<file path="src/rtl/clk_reset_sequencer.sv">
// Clock-wizard supervisor: pulses pll_reset, qualifies a stable lock, then releases domain resets in order.
// All outputs registered (1 cycle after the deciding edge); lock is seen 2 cycles late through a synchronizer.
module clk_reset_sequencer #(
    parameter int PLL_RST_CYC      = 32,
    parameter int LOCK_TIMEOUT_CYC = 1000000,
    parameter int LOCK_STABLE_CYC  = 1024,
    parameter int NUM_STAGES       = 3,
    parameter int STAGE_GAP_CYC    = 16,
    parameter int CNT_W            = 8
) (
    input  logic                  clk,
    input  logic                  rst_n,
    input  logic                  pll_locked_async,
    input  logic                  force_restart,
    output logic                  pll_reset,
    output logic [NUM_STAGES-1:0] dom_rst_n,
    output logic                  sys_ready,
    output logic                  lock_lost_pulse,
    output logic [CNT_W-1:0]      lock_loss_cnt,
    output logic [CNT_W-1:0]      timeout_cnt,
    output logic [2:0]            state_o
);
    typedef enum logic [2:0] {
        S_PLL_RST   = 3'd0,
        S_WAIT_LOCK = 3'd1,
        S_STABLE    = 3'd2,
        S_RELEASE   = 3'd3,
        S_RUN       = 3'd4
    } state_t;

    localparam int REL_CYC = NUM_STAGES * STAGE_GAP_CYC;
    localparam int MAX_A   = (PLL_RST_CYC > LOCK_TIMEOUT_CYC) ? PLL_RST_CYC : LOCK_TIMEOUT_CYC;
    localparam int MAX_B   = (LOCK_STABLE_CYC > REL_CYC) ? LOCK_STABLE_CYC : REL_CYC;
    localparam int MAX_C   = (MAX_A > MAX_B) ? MAX_A : MAX_B;
    localparam int TW      = $clog2(MAX_C + 1);

    localparam logic [TW-1:0] PLL_LAST    = TW'(PLL_RST_CYC - 1);
    localparam logic [TW-1:0] TO_LAST     = TW'(LOCK_TIMEOUT_CYC - 1);
    localparam logic [TW-1:0] STABLE_LAST = TW'(LOCK_STABLE_CYC - 1);
    localparam logic [TW-1:0] REL_LAST    = TW'(REL_CYC - 1);

    logic                  lock_meta_q, locked_s_q;
    state_t                state_q, state_d;
    logic [TW-1:0]         tmr_q, tmr_d;
    logic                  to_hit, loss_hit;
    logic                  pll_reset_q, pll_reset_d;
    logic [NUM_STAGES-1:0] dom_rst_n_q, dom_rst_n_d;
    logic                  sys_ready_q, sys_ready_d;
    logic                  lost_q, lost_d;
    logic [CNT_W-1:0]      loss_cnt_q, loss_cnt_d;
    logic [CNT_W-1:0]      to_cnt_q, to_cnt_d;

    always_ff @(posedge clk) begin
        if (!rst_n) begin
            lock_meta_q <= 1'b0;
            locked_s_q  <= 1'b0;
            state_q     <= S_PLL_RST;
            tmr_q       <= '0;
        end else begin
            lock_meta_q <= pll_locked_async;
            locked_s_q  <= lock_meta_q;
            state_q     <= state_d;
            tmr_q       <= tmr_d;
        end
    end

    // tmr_q is the cycle count since entering the current state; every transition zeroes it.
    always_comb begin
        state_d  = state_q;
        tmr_d    = tmr_q + 1'b1;
        to_hit   = 1'b0;
        loss_hit = 1'b0;
        if (force_restart) begin
            state_d = S_PLL_RST;
            tmr_d   = '0;
        end else begin
            unique case (state_q)
                S_PLL_RST: begin
                    if (tmr_q == PLL_LAST) begin
                        state_d = S_WAIT_LOCK;
                        tmr_d   = '0;
                    end
                end
                S_WAIT_LOCK: begin
                    if (locked_s_q) begin
                        state_d = S_STABLE;
                        tmr_d   = '0;
                    end else if (tmr_q == TO_LAST) begin
                        state_d = S_PLL_RST;
                        tmr_d   = '0;
                        to_hit  = 1'b1;
                    end
                end
                S_STABLE: begin
                    if (!locked_s_q) begin
                        state_d = S_WAIT_LOCK;
                        tmr_d   = '0;
                    end else if (tmr_q == STABLE_LAST) begin
                        state_d = S_RELEASE;
                        tmr_d   = '0;
                    end
                end
                S_RELEASE: begin
                    if (!locked_s_q) begin
                        state_d = S_PLL_RST;
                        tmr_d   = '0;
                    end else if (tmr_q == REL_LAST) begin
                        state_d = S_RUN;
                        tmr_d   = '0;
                    end
                end
                S_RUN: begin
                    tmr_d = '0;
                    if (!locked_s_q) begin
                        state_d  = S_PLL_RST;
                        loss_hit = 1'b1;
                    end
                end
                default: begin
                    state_d = S_PLL_RST;
                    tmr_d   = '0;
                end
            endcase
        end
    end

    // Outputs are decoded from the next state so the registered copies line up with state_q.
    always_comb begin
        pll_reset_d = (state_d == S_PLL_RST);
        sys_ready_d = (state_d == S_RUN);
        lost_d      = loss_hit;
        dom_rst_n_d = '0;
        for (int i = 0; i < NUM_STAGES; i++) begin
            if (state_d == S_RUN ||
                (state_d == S_RELEASE && int'(tmr_d) >= i * STAGE_GAP_CYC)) begin
                dom_rst_n_d[i] = 1'b1;
            end
        end
        loss_cnt_d = (loss_hit && loss_cnt_q != '1) ? loss_cnt_q + 1'b1 : loss_cnt_q;
        to_cnt_d   = (to_hit && to_cnt_q != '1) ? to_cnt_q + 1'b1 : to_cnt_q;
    end

    always_ff @(posedge clk) begin
        if (!rst_n) begin
            pll_reset_q <= 1'b1;
            dom_rst_n_q <= '0;
            sys_ready_q <= 1'b0;
            lost_q      <= 1'b0;
            loss_cnt_q  <= '0;
            to_cnt_q    <= '0;
        end else begin
            pll_reset_q <= pll_reset_d;
            dom_rst_n_q <= dom_rst_n_d;
            sys_ready_q <= sys_ready_d;
            lost_q      <= lost_d;
            loss_cnt_q  <= loss_cnt_d;
            to_cnt_q    <= to_cnt_d;
        end
    end

    assign pll_reset       = pll_reset_q;
    assign dom_rst_n       = dom_rst_n_q;
    assign sys_ready       = sys_ready_q;
    assign lock_lost_pulse = lost_q;
    assign lock_loss_cnt   = loss_cnt_q;
    assign timeout_cnt     = to_cnt_q;
    assign state_o         = state_q;
endmodule

</file>
<file path="config.mk">
export PLATFORM = sky130hd
export DESIGN_NAME = clk_reset_sequencer
export DESIGN_NICKNAME = d
export VERILOG_FILES = /design/src/rtl/clk_reset_sequencer.sv
export SDC_FILE = /design/constraint.sdc
export NUM_CORES = 1
export LEC_CHECK = 0
export CAP_MARGIN = 0
export CORE_MARGIN = 4
export CORE_UTILIZATION = 55
export CTS_CLUSTER_DIAMETER = 80
export DETAILED_ROUTE_END_ITERATION = 12
export PLACE_DENSITY = 0.85
export SETUP_SLACK_MARGIN = 0.5
export SLEW_MARGIN = 20
export SYNTH_ARGS = -nofsm -noshare
export SYNTH_HDL_FRONTEND = slang
export SYNTH_SLANG_ARGS = --single-unit
</file>
<file path="constraint.sdc">
create_clock -name clk -period 3.1 [get_ports clk]
set_clock_uncertainty 0.1 [all_clocks]
set_input_delay 0.62 -clock clk [delete_from_list [all_inputs] [get_ports clk]]
set_output_delay 0.62 -clock clk [all_outputs]
set_load 0.01 [all_outputs]
</file>
Word level (Yosys, flattened, before mapping) --
Index checks and enable logic that the tools add are counted. Widths: inputs -> output; s select.
Storage, ports and cells: register bits 47, input port bits 4, word-level logic and storage cells 65
Cells by class: add/subtract/negate cells 3, magnitude comparators 2, equality and inequality tests 12, multiplexer cells 29, reductions and logical operators 9
Operators by type and width (number):
- $mux 20 | 8
- $pmux 20 s4 | 1
- $mux 3 | 9
- $add 20x1->20 const B | 1
- $eq 20x10->1 const B | 1
- $eq 20x20->1 const B | 1
- $eq 20x5->1 const B | 1
- $eq 20x6->1 const B | 1
- $ge 20x5->1 const B | 1
- $ge 20x6->1 const B | 1
- $add 8x1->8 const B | 2
- $ne 8x8->1 const B | 2
- $pmux 3 s5 | 1
- $mux 1 | 10
- $eq 3x2->1 const B | 3
- $eq 3x3->1 const B | 2
- $logic_not 3->1 | 2
- $logic_and 1x1->1 | 4
- $eq 3x1->1 const B | 1
- $logic_or 1x1->1 | 3

Longest topological paths before layout --
Gate-level depths: netlist of run 1.
depth after elaboration 9, mapped depth 9

Worst setup path after synthesis of run 1 --
Ideal clock, no wire load.
path kind flip-flop to flip-flop, start register tmr_q[0], end register tmr_q[13], data arrival time 1.984 ns, slack 0.901 ns, cell stages (with the launch flop) 10, buffers on the path 2, path through dfxtp_1 -> ha_1 -> and3_1 -> buf_2 -> nand4_1 -> o211a_1 -> a41o_2 -> o21ai_4 -> buf_8 -> nor2_2
On the way: cells in the longest elaborated chain, start to end 5, elaborated cells between the ends (all ways) 14, those cells by class add/sub (1); eq/ne (4); mux (9)
Ends and longest elaborated chain:
- start, declared | RTL line 44 | logic [TW-1:0] tmr_q, tmr_d;
- start signal, assigned | RTL line 63 | tmr_q <= tmr_d;
- $add 20x1->20 (tied with other cells) | RTL line 70 | tmr_d = tmr_q + 1'b1;
- $mux 20, on equally long branches | RTL line 107, 88, 98
- $mux 20, on equally long branches | RTL line 104, 85, 95
- $pmux 20 s4 (*) | RTL line 77 | unique case (state_q)
- $mux 20 (*) | RTL line 73 | if (force_restart) begin
Every way passes the cells marked *; elsewhere a longest branch is shown, timed or not. A chain may end at the register's enable or synchronous reset.

Worst setup path after layout of run 1 --
start register tmr_q[0], end register tmr_q[16]
Same word-level chain as after synthesis.

==> flow_summary.json, run 1 <==
{
  "outcome": "complete, no violations",
  "vias": 2075,
  "antenna_found_initial": 0,
  "fin_area_sq_um": 2800,
  "layout_commonest_cell": "dfxtp_1",
  "peakVddDrop_mv": 0.195,
  "antenna_left": 0,
  "hold_depth": 1,
  "synth_top_family_by_area": "simple AND/OR/NAND/NOR gates",
  "drive_gt1_share_pct": 11.7,
  "cp_num_buf_inv": 1,
  "clkSinkCount": 47,
  "power.density_nw_per_um2": 353,
  "path_class": "reg -> reg",
  "htree_levels": 2,
  "rsz0062_at_grt": "true",
  "rr_endpoint": "tmr_q[16]",
  "reg2reg_from": "tmr_q[0]",
  "p_int_w": 0.000773,
  "min_period_over_period_pct": 79.3,
  "synthDistinctLibCells": 56,
  "grt_max_degree": 16,
  "num_io_pins": 29,
  "setup_slack_ps": 642,
  "area_growth_pct": 16.2,
  "synth_fa_ha_area_share_pct": 1.56,
  "grt-ovfl-total": 0,
  "p_leak_nw": 0.954,
  "core-area_sq_um": 4120,
  "clkLatencyLatePin_ps": 300,
  "holdCritStartpoint": "lock_meta_q",
  "setup_violations": 0,
  "cts_buffer_depth": 2,
  "drt-initial-drc-count": 170,
  "synth_edf_count": 0,
  "ctsHoldBuffers": 0,
  "root_buffer": "clkbuf_8",
  "power_switching_w": 0.000217,
  "worstPathCellList": "ha_1 > and3_1 > nand4_1 > o211a_1 > a41o_2 > o21ai_4 > buf_4 > nor2_2",
  "reg2reg_depth": 8,
  "min_to": "locked_s_q",
  "max_freq_mhz": 407,
  "synthMuxAreaShare_pct": 1.30,
  "maxSlewViolCount": 0,
  "async_flop_share_pct": 0,
  "yosys.area_share.simple_pct": 30.9,
  "hp-class": "reg -> reg",
  "fin_nets": 307,
  "dr.pass1.iters": 4,
  "cp_max_fo": 8,
  "dieArea_sq_um": 5510,
  "yosys_warnings": 0,
  "nFillCells": 331,
  "synth-compound-area-share_pct": 12.2,
  "final_util_pct": 68.1,
  "gp_congestion": 0.921,
  "end_kind": "register",
  "syn-num-nets": 279,
  "p_sw_share_pct": 21.9,
  "synth.cell_area_sq_um": 2410,
  "max_stage_delay_ps": 380,
  "cp.required_ps": 3200,
  "fin_crit_ps": 2460,
  "pwr-share-seq_pct": 61.4,
  "rrSetupSlack_ps": 640,
  "power_frac_comb_pct": 2.8,
  "yosys_register_bits": 47,
  "start_util_pct": 58.6,
  "clockPowerShare_pct": 35.8,
  "routed_via_density": 5.93,
  "rows": 23,
  "grt_pass1_wl_mm": 8.72,
  "hpwl_mm": 3.63,
  "wl_per_cell_microns": 14.5,
  "path_clk_slew_ps": 90,
  "synth_seq_area_share_pct": 39.0,
  "postSynthCellCount": 272,
  "grt.total_usage_pct": 20.1,
  "whs_ps": 341,
  "place_area_sq_um": 2690,
  "cts_buffers": 5,
  "tightest_slew_ps": 593,
  "cp_top_family": "compound AO/OA/AOI/OAI gates",
  "wl_mm": 5.08,
  "cts_tree": "built",
  "max_slew_margin_pct": 60.2,
  "die_h_microns": 74.2,
  "mostFrequentLayoutCells": "dfxtp_1 (47), clkdlybuf4s50_1 (28), nor2_1 (23)",
  "numPortBuffers": 28,
  "crit_arrival_ps": 2550,
  "pre_cts_slack_ps": 461,
  "drv_cap": 0,
  "grt_pass1_vias": 1875,
  "finalHoldViolCount": 0,
  "synth_area_per_cell_sq_um": 8.87,
  "slowest_stage": "dfxtp_1",
  "synth-xor-area-share_pct": 10.9,
  "diodes": 0,
  "synthFlopType": "dfxtp_1",
  "die_w_microns": 74.2,
  "drc": 0,
  "crit_path_start_kind": "register",
  "tns_ps": 0
}
worst max-delay path by stage:
stage	from	endpoint	slack (ps)	cells after the start
floorplan	tmr_q[0]	tmr_q[13]	900	9
global placement	force_restart	timeout_cnt[4]	500	7
detailed placement	force_restart	timeout_cnt[7]	460	7
CTS	tmr_q[0]	tmr_q[11]	510	8
global route	tmr_q[0]	timeout_cnt[5]	480	7
finish	tmr_q[0]	tmr_q[16]	640	8
cell type report:
cell class	instances	area [sq um]	area share [%]
Clock buffer	5	68.8	2.45
Clock inverter	2	13.8	0.491
Inverter	2	7.51	0.268
Multi-Input combinational cell	209	1380	49.1
Sequential cell	47	941	33.6
Tap cell	50	62.6	2.23
Timing Repair Buffer	35	333	11.9
registers in the layout, summed over array words and instances (netlist names):
register,flops
locked_s_q,1
state_o,3
lock_meta_q,1
lock_loss_cnt,8
dom_rst_n,3
tmr_q,20
timeout_cnt,8
pll_reset,1
sys_ready,1
lock_lost_pulse,1
timing repair:
action,4_1_cts,5_1_grt
buffers inserted,0,4
resized for setup,0,1
endpoints found under the setup margin,0,12
hold endpoints to repair,0,0
power groups by stage:
stage | logic, W | clock network (W) | registers, W
after global routing | 0.0000299 | 0.000384 | 0.000608
after floorplan | 0.0000160 | 0 | 0.000622
final | 0.0000276 | 0.000354 | 0.000608
after detailed placement | 0.0000231 | 0 | 0.000622
after global placement | 0.0000225 | 0 | 0.000622
after CTS | 0.0000232 | 0.000367 | 0.000608
synth_stat cells, drive strengths merged (2+ instances only):
library cell / count / area, sq um
or3: 3 / 23.8
a41o: 3 / 31.3
ha: 3 / 37.5
and2: 16 / 100
and2b: 2 / 16.3
nand2b: 2 / 12.5
nor4: 3 / 18.8
clkbuf: 6 / 23.8
mux2i: 2 / 20.0
a211oi: 2 / 15.0
nor2: 33 / 149
nor3: 9 / 50.1
inv: 2 / 7.51
nor2b: 4 / 25.0
and4: 4 / 35.0
nand2: 18 / 67.6
nand4: 12 / 75.1
and3: 8 / 50.1
nand3: 13 / 70.1
o31ai: 2 / 15.0
xor2: 11 / 96.3
a21boi: 2 / 15.0
a21oi: 7 / 35.0
o211a: 2 / 20.0
o21ai: 9 / 56.3
a31oi: 3 / 18.8
buf: 8 / 68.8
xnor2: 19 / 166
dfxtp: 47 / 941
routing by layer:
layer,part of all wire [%],global-route usage (%),vias to the layer above
met1,46,26.5,976
met4,2.2,9.09,0
met2,46,31.7,66
met5,0,0,-
li1,-,-,1020
met3,5.7,4.46,13
metrics by stage:
stage               power (W)  std cells
global route          0.00102        350
global placement     0.000644        339
CTS                  0.000998        346
detailed placement   0.000645        339
floorplan            0.000638        272
finish               0.000990        350
cells by family after synthesis:
group / after synthesis
xor gates and xnor gates: 30
buffers and inverters: 16
DFF: 47
muxes: 3
adders and majority gates: 3
AOI/OAI and AO/OA: 40
and+or+nand+nor: 133
Note: power is estimated with default switching activity, not from simulation.
==> inputs of run 2 (changes only) <==
--- a/config.mk
+++ b/config.mk
@@ -7,10 +7,10 @@
 export LEC_CHECK = 0
 export CAP_MARGIN = 0
 export CORE_MARGIN = 4
-export CORE_UTILIZATION = 55
+export CORE_UTILIZATION = 50
 export CTS_CLUSTER_DIAMETER = 80
 export DETAILED_ROUTE_END_ITERATION = 12
-export PLACE_DENSITY = 0.85
+export PLACE_DENSITY = 0.82
 export SETUP_SLACK_MARGIN = 0.5
 export SLEW_MARGIN = 20
 export SYNTH_ARGS = -nofsm -noshare
==> constraint.sdc (replaced) <==
create_clock -name clk -period 2.1 [get_ports clk]
set_clock_uncertainty 0.1 [all_clocks]
set_input_delay 0.42 -clock clk [delete_from_list [all_inputs] [get_ports clk]]
set_output_delay 0.42 -clock clk [all_outputs]
set_load 0.01 [all_outputs]
==> run 2 against run 1 <==
  * The flow now finishes with violations (negative setup slack)
  * Combinational power rose by 95%
  * Register-to-register slack got worse by 700 ps
  * Critical path depth did not move
  * Critical path type unchanged
==> flow_summary.json, run 2 (synthesis results as in run 1) <==
{
  "outcome": "complete, but fails checks",
  "violations": "negative setup slack",
  "min_period_over_period_pct": 103,
  "routed_via_density": 5.81,
  "fin_nets": 352,
  "largest_reg_flops": 20,
  "layout_commonest_cell": "buf_4",
  "p_leak_nw": 1.36,
  "setup_slack_ps": -59.7,
  "max_freq_mhz": 463,
  "num_io_pins": 29,
  "die_w_microns": 77.5,
  "drc": 0,
  "register_area_sq_um": 993,
  "cp.required_ps": 2180,
  "dr.pass1.iters": 4,
  "rsz0062_at_grt": "true",
  "clkLatencyLatePin_ps": 310,
  "tns_ps": -123,
  "final_cells": 400,
  "whs_ps": 397,
  "ctsHoldBuffers": 0,
  "htree_levels": 2,
  "grt_pass1_wl_mm": 9.92,
  "hpwl_mm": 3.89,
  "dieArea_sq_um": 6000,
  "drv_cap": 0,
  "power.density_nw_per_um2": 454,
  "cts_tree": "built",
  "grt-ovfl-total": 0,
  "mostFrequentLayoutCells": "buf_4 (47), dlygate4sd2_1 (25), dfxtp_1 (23)",
  "wl_mm": 6.83,
  "cts_buffers": 5,
  "cp_max_fo": 4,
  "end_kind": "register",
  "fin_crit_ps": 2160,
  "die_h_microns": 77.5,
  "gp_congestion": 0.840,
  "drt-initial-drc-count": 144,
  "rows": 25,
  "path_class": "reg -> reg",
  "multi_input_area_sq_um": 1610,
  "start_util_pct": 51.4,
  "grt.total_usage_pct": 20.8,
  "vias": 2322,
  "wl_per_cell_microns": 17.1,
  "place_area_sq_um": 3020,
  "total_power_w": 0.00156,
  "antenna_found_initial": 0,
  "diodes": 0,
  "antenna_left": 0,
  "nFillCells": 308,
  "top_register": "tmr_q",
  "crit_arrival_ps": 2240,
  "setup_violations": 8,
  "numPortBuffers": 28,
  "finalHoldViolCount": 0,
  "tightest_slew_ps": 382,
  "core-area_sq_um": 4690,
  "max_slew_margin_pct": 74.3,
  "drive_gt1_share_pct": 39.3,
  "clkSinkCount": 47,
  "maxSlewViolCount": 0,
  "peakVddDrop_mv": 0.236,
  "root_buffer": "clkbuf_8",
  "fin_area_sq_um": 3440,
  "hp-class": "reg -> reg",
  "path_clk_slew_ps": 90,
  "grt_max_degree": 17,
  "cts_buffer_depth": 2,
  "crit_path_start_kind": "register",
  "dp.cells": 377,
  "area_growth_pct": 42.5,
  "grt_pass1_vias": 2119
}
run 2: cell types whose count changed in the layout (fill, tap and decap cells not counted), moves of 5 or more:
| cell | delta |
|---|---|
| dfxtp_1 | -24 |
| dlygate4sd2_1 | +25 |
| buf_4 | +40 |
| nor3_1 | -5 |
| buf_6 | +5 |
| clkdlybuf4s50_1 | -27 |
| dfxtp_4 | +9 |
| dfxtp_2 | +15 |
run 2: worst paths after layout:
| kind | startpoint | to | slack [ps] | cells past startpoint |
|---|---|---|---|---|
| setup reg to reg | tmr_q[0] | tmr_q[3] | -60 | 8 |
| setup / recovery | tmr_q[0] | tmr_q[3] | -60 | 8 |
| hold / removal | lock_loss_cnt[5] | lock_loss_cnt[5] | 400 | 2 |
| hold reg to reg | lock_loss_cnt[5] | lock_loss_cnt[5] | 400 | 2 |
run 2: timing repair:
item                                    in CTS  in global routing
buffers inserted                             6                  9
resized for setup                           78                 23
pin swaps                                   27                 23
endpoints found under the setup margin      67                 39
hold endpoints to repair                     0                  0
run 2: where the power goes:
part	total (W)	switching (W)	internal, W
Clock	0.000617	0.000316	0.000301
Combinational	0.0000539	0.0000273	0.0000266
Sequential	0.000889	0.00000512	0.000884
Total	0.00156	0.000348	0.00121
run 2: critical path, stage by stage (launching register included):
cell,delay (ps)
dfxtp_4,370
ha_4,160
buf_4,130
nand3_1,150
nor3_2,80
a41o_1,270
a21oi_1,300
a21oi_1,150
nor4_1,310
run 2: cell type report:
| type | count | share of cell area (%) |
|---|---|---|
| repair buffers | 80 | 19.1 |
| flip-flops and latches | 47 | 28.9 |
| inverters | 2 | 0.218 |
| clock buffers | 8 | 2.91 |
| well taps | 54 | 1.97 |
| multi-input cells | 209 | 46.9 |
run 2: through the flow:
stage / util (%) / setup WS [ps]
2_1_floorplan: - / 46.9
3_3_place_gp: 64.3 / -132
3_5_place_dp: 64.3 / -203
4_1_cts: 70.1 / 47.4
5_1_grt: 73.3 / -150
6_report: 73.3 / -59.7
run 2: routing by layer:
metal,vias to the layer above,GRT usage (%),share of wire (%)
met5,-,0,0
met4,0,9.61,2.5
met3,16,4.99,3.4
met2,62,36.9,54
met1,1134,23.3,40
li1,1110,-,-
==> inputs of run 3 (changes only) <==
--- a/config.mk
+++ b/config.mk
@@ -7,10 +7,11 @@
 export LEC_CHECK = 0
 export CAP_MARGIN = 0
 export CORE_MARGIN = 4
-export CORE_UTILIZATION = 50
+export CORE_UTILIZATION = 55
 export CTS_CLUSTER_DIAMETER = 80
 export DETAILED_ROUTE_END_ITERATION = 12
-export PLACE_DENSITY = 0.82
+export HOLD_SLACK_MARGIN = 0.08
+export PLACE_DENSITY = 0.85
 export SETUP_SLACK_MARGIN = 0.5
 export SLEW_MARGIN = 20
 export SYNTH_ARGS = -nofsm -noshare
==> constraint.sdc (replaced) <==
create_clock -name clk -period 2.41 [get_ports clk]
set_clock_uncertainty 0.1 [all_clocks]
set_input_delay 0.482 -clock clk [delete_from_list [all_inputs] [get_ports clk]]
set_output_delay 0.482 -clock clk [all_outputs]
set_load 0.01 [all_outputs]
==> run 3 against run 2 <==
  * The run still ends with negative setup slack left
  * Worst hold slack improved by 4.0 ps
  * Maximum frequency decreased by 14%
  * First-iteration DRC count increased to 2.9 times the previous value
  * Combinational power increased by 24%
  * Design area increased by 4.9%
  * Register-to-register slack got worse by 40 ps
  * Sequential share of layout area decreased by 1.6 points
  * Clock power decreased by 20%
  * Clock-buffer cell count decreased by 1
  * Wire length increased by 48%
  * Critical path type unchanged
==> flow_summary.json, run 3 (synthesis results as in run 1) <==
{
  "slowest_stage": "dfxtp_2",
  "gp_congestion": 0.896,
  "min_period_over_period_pct": 104,
  "htree_levels": 2,
  "start_util_pct": 58.6,
  "area_growth_pct": 49.5,
  "clkLatencyLatePin_ps": 320,
  "drc": 0,
  "routed_via_density": 7.02,
  "violations": "negative setup slack",
  "cp_num_buf_inv": 2,
  "crit_path_start_kind": "register",
  "cts_buffers": 5,
  "wl_per_cell_microns": 25.6,
  "max_stage_delay_ps": 390,
  "cp_top_family": "compound AO/OA/AOI/OAI gates",
  "fin_area_sq_um": 3610,
  "largest_reg_flops": 20,
  "numPortBuffers": 28,
  "hp-class": "reg -> reg",
  "p_leak_nw": 1.32,
  "top_register": "tmr_q",
  "outcome": "complete, but fails checks",
  "grt-ovfl-total": 0,
  "cp.required_ps": 2530,
  "rows": 23,
  "max_slew_margin_pct": 58.0,
  "antenna_left": 0,
  "mostFrequentLayoutCells": "buf_4 (36), dfxtp_1 (27), clkdlybuf4s50_1 (27)",
  "num_io_pins": 29,
  "drt-initial-drc-count": 415,
  "place_area_sq_um": 2790,
  "met2_usage_pct": 49.3,
  "fin_crit_ps": 2510,
  "peakVddDrop_mv": 0.537,
  "vias": 2774,
  "root_buffer": "clkbuf_8",
  "grt_max_degree": 18,
  "maxSlewViolCount": 0,
  "grt_pass1_vias": 2467,
  "grt-busiest-layer": "met2",
  "path_class": "reg -> reg",
  "clkSinkCount": 47,
  "crit_arrival_ps": 2630,
  "dieArea_sq_um": 5510,
  "wl_mm": 10.1,
  "rsz0062_at_grt": "true",
  "die_w_microns": 74.2,
  "end_kind": "register",
  "tightest_slew_ps": 625,
  "core-area_sq_um": 4120,
  "pre_cts_slack_ps": 20.3,
  "grt.total_usage_pct": 28.1,
  "cp_max_fo": 8,
  "layout_commonest_cell": "buf_4",
  "path_clk_slew_ps": 90,
  "fin_nets": 351,
  "power.density_nw_per_um2": 371,
  "finalHoldViolCount": 0,
  "max_freq_mhz": 398,
  "setup_violations": 25,
  "diodes": 0,
  "met3_usage_pct": 7.57,
  "grt_util_met1_pct": 30.7,
  "cts_tree": "built",
  "dr.pass1.iters": 7,
  "cts_buffer_depth": 2,
  "grt_pass1_wl_mm": 12.0,
  "setup_slack_ps": -101,
  "antenna_found_initial": 0,
  "die_h_microns": 74.2,
  "drive_gt1_share_pct": 40.0,
  "ctsHoldBuffers": 0,
  "drv_cap": 0,
  "hpwl_mm": 3.71,
  "worstPathCellList": "nor3_2 > nand4_1 > o211a_1 > a41o_2 > o21ai_4 > buf_6 > buf_12 > nor2_1"
}
## run 3: path summary, 6_finish.rpt
kind	start	end	slack, ps	depth (start not counted)
setup / recovery	tmr_q[6]	tmr_q[7]	-100	8
hold / removal	lock_meta_q	locked_s_q	400	1
setup reg to reg	tmr_q[6]	tmr_q[7]	-100	8
hold reg to reg	lock_meta_q	locked_s_q	400	1
## run 3: power by group
part | switching, W | leakage [nW] | total [W] | internal, W
logic | 0.0000328 | 0.885 | 0.0000667 | 0.0000339
registers | 0.00000442 | 0.392 | 0.000775 | 0.000771
clock network | 0.000290 | 0.0422 | 0.000494 | 0.000205
total | 0.000327 | 1.32 | 0.00134 | 0.00101
## run 3: cell type report
| class | count | area (sq um) |
|---|---|---|
| clock buffer | 7 | 76.3 |
| tap | 50 | 62.6 |
| clock inverter | 1 | 5.00 |
| fill | 174 | 509 |
| sequential | 47 | 986 |
| timing repair buffer | 79 | 756 |
| multi-input combinational | 209 | 1710 |
| inverter | 2 | 7.51 |
## run 3: routing by layer
metal / routed length [microns] / vias to the layer above
met2: 4640 / 286
met5: 0 / -
met1: 3380 / 1276
met3: 1230 / 108
met4: 849 / 0
li1: - / 1104
## run 3: per-stage QoR
step	TNS [ps]	hold WS [ps]	total power [W]	instances	utilization, %
floorplan	0	312	0.000822	272	-
global placement	0	316	0.000838	348	67.7
detailed placement	0	327	0.000838	348	67.7
CTS	0	344	0.00129	382	80.5
global route	-1960	432	0.00136	395	87.6
finish	-1630	401	0.00134	395	87.6
## run 3: timing repair
item                                    4_1_cts  5_1_grt
buffers inserted                             25       13
endpoints found under the setup margin       37       41
cloned                                        1        0
resized for setup                            60       51
pin swaps                                    21       37
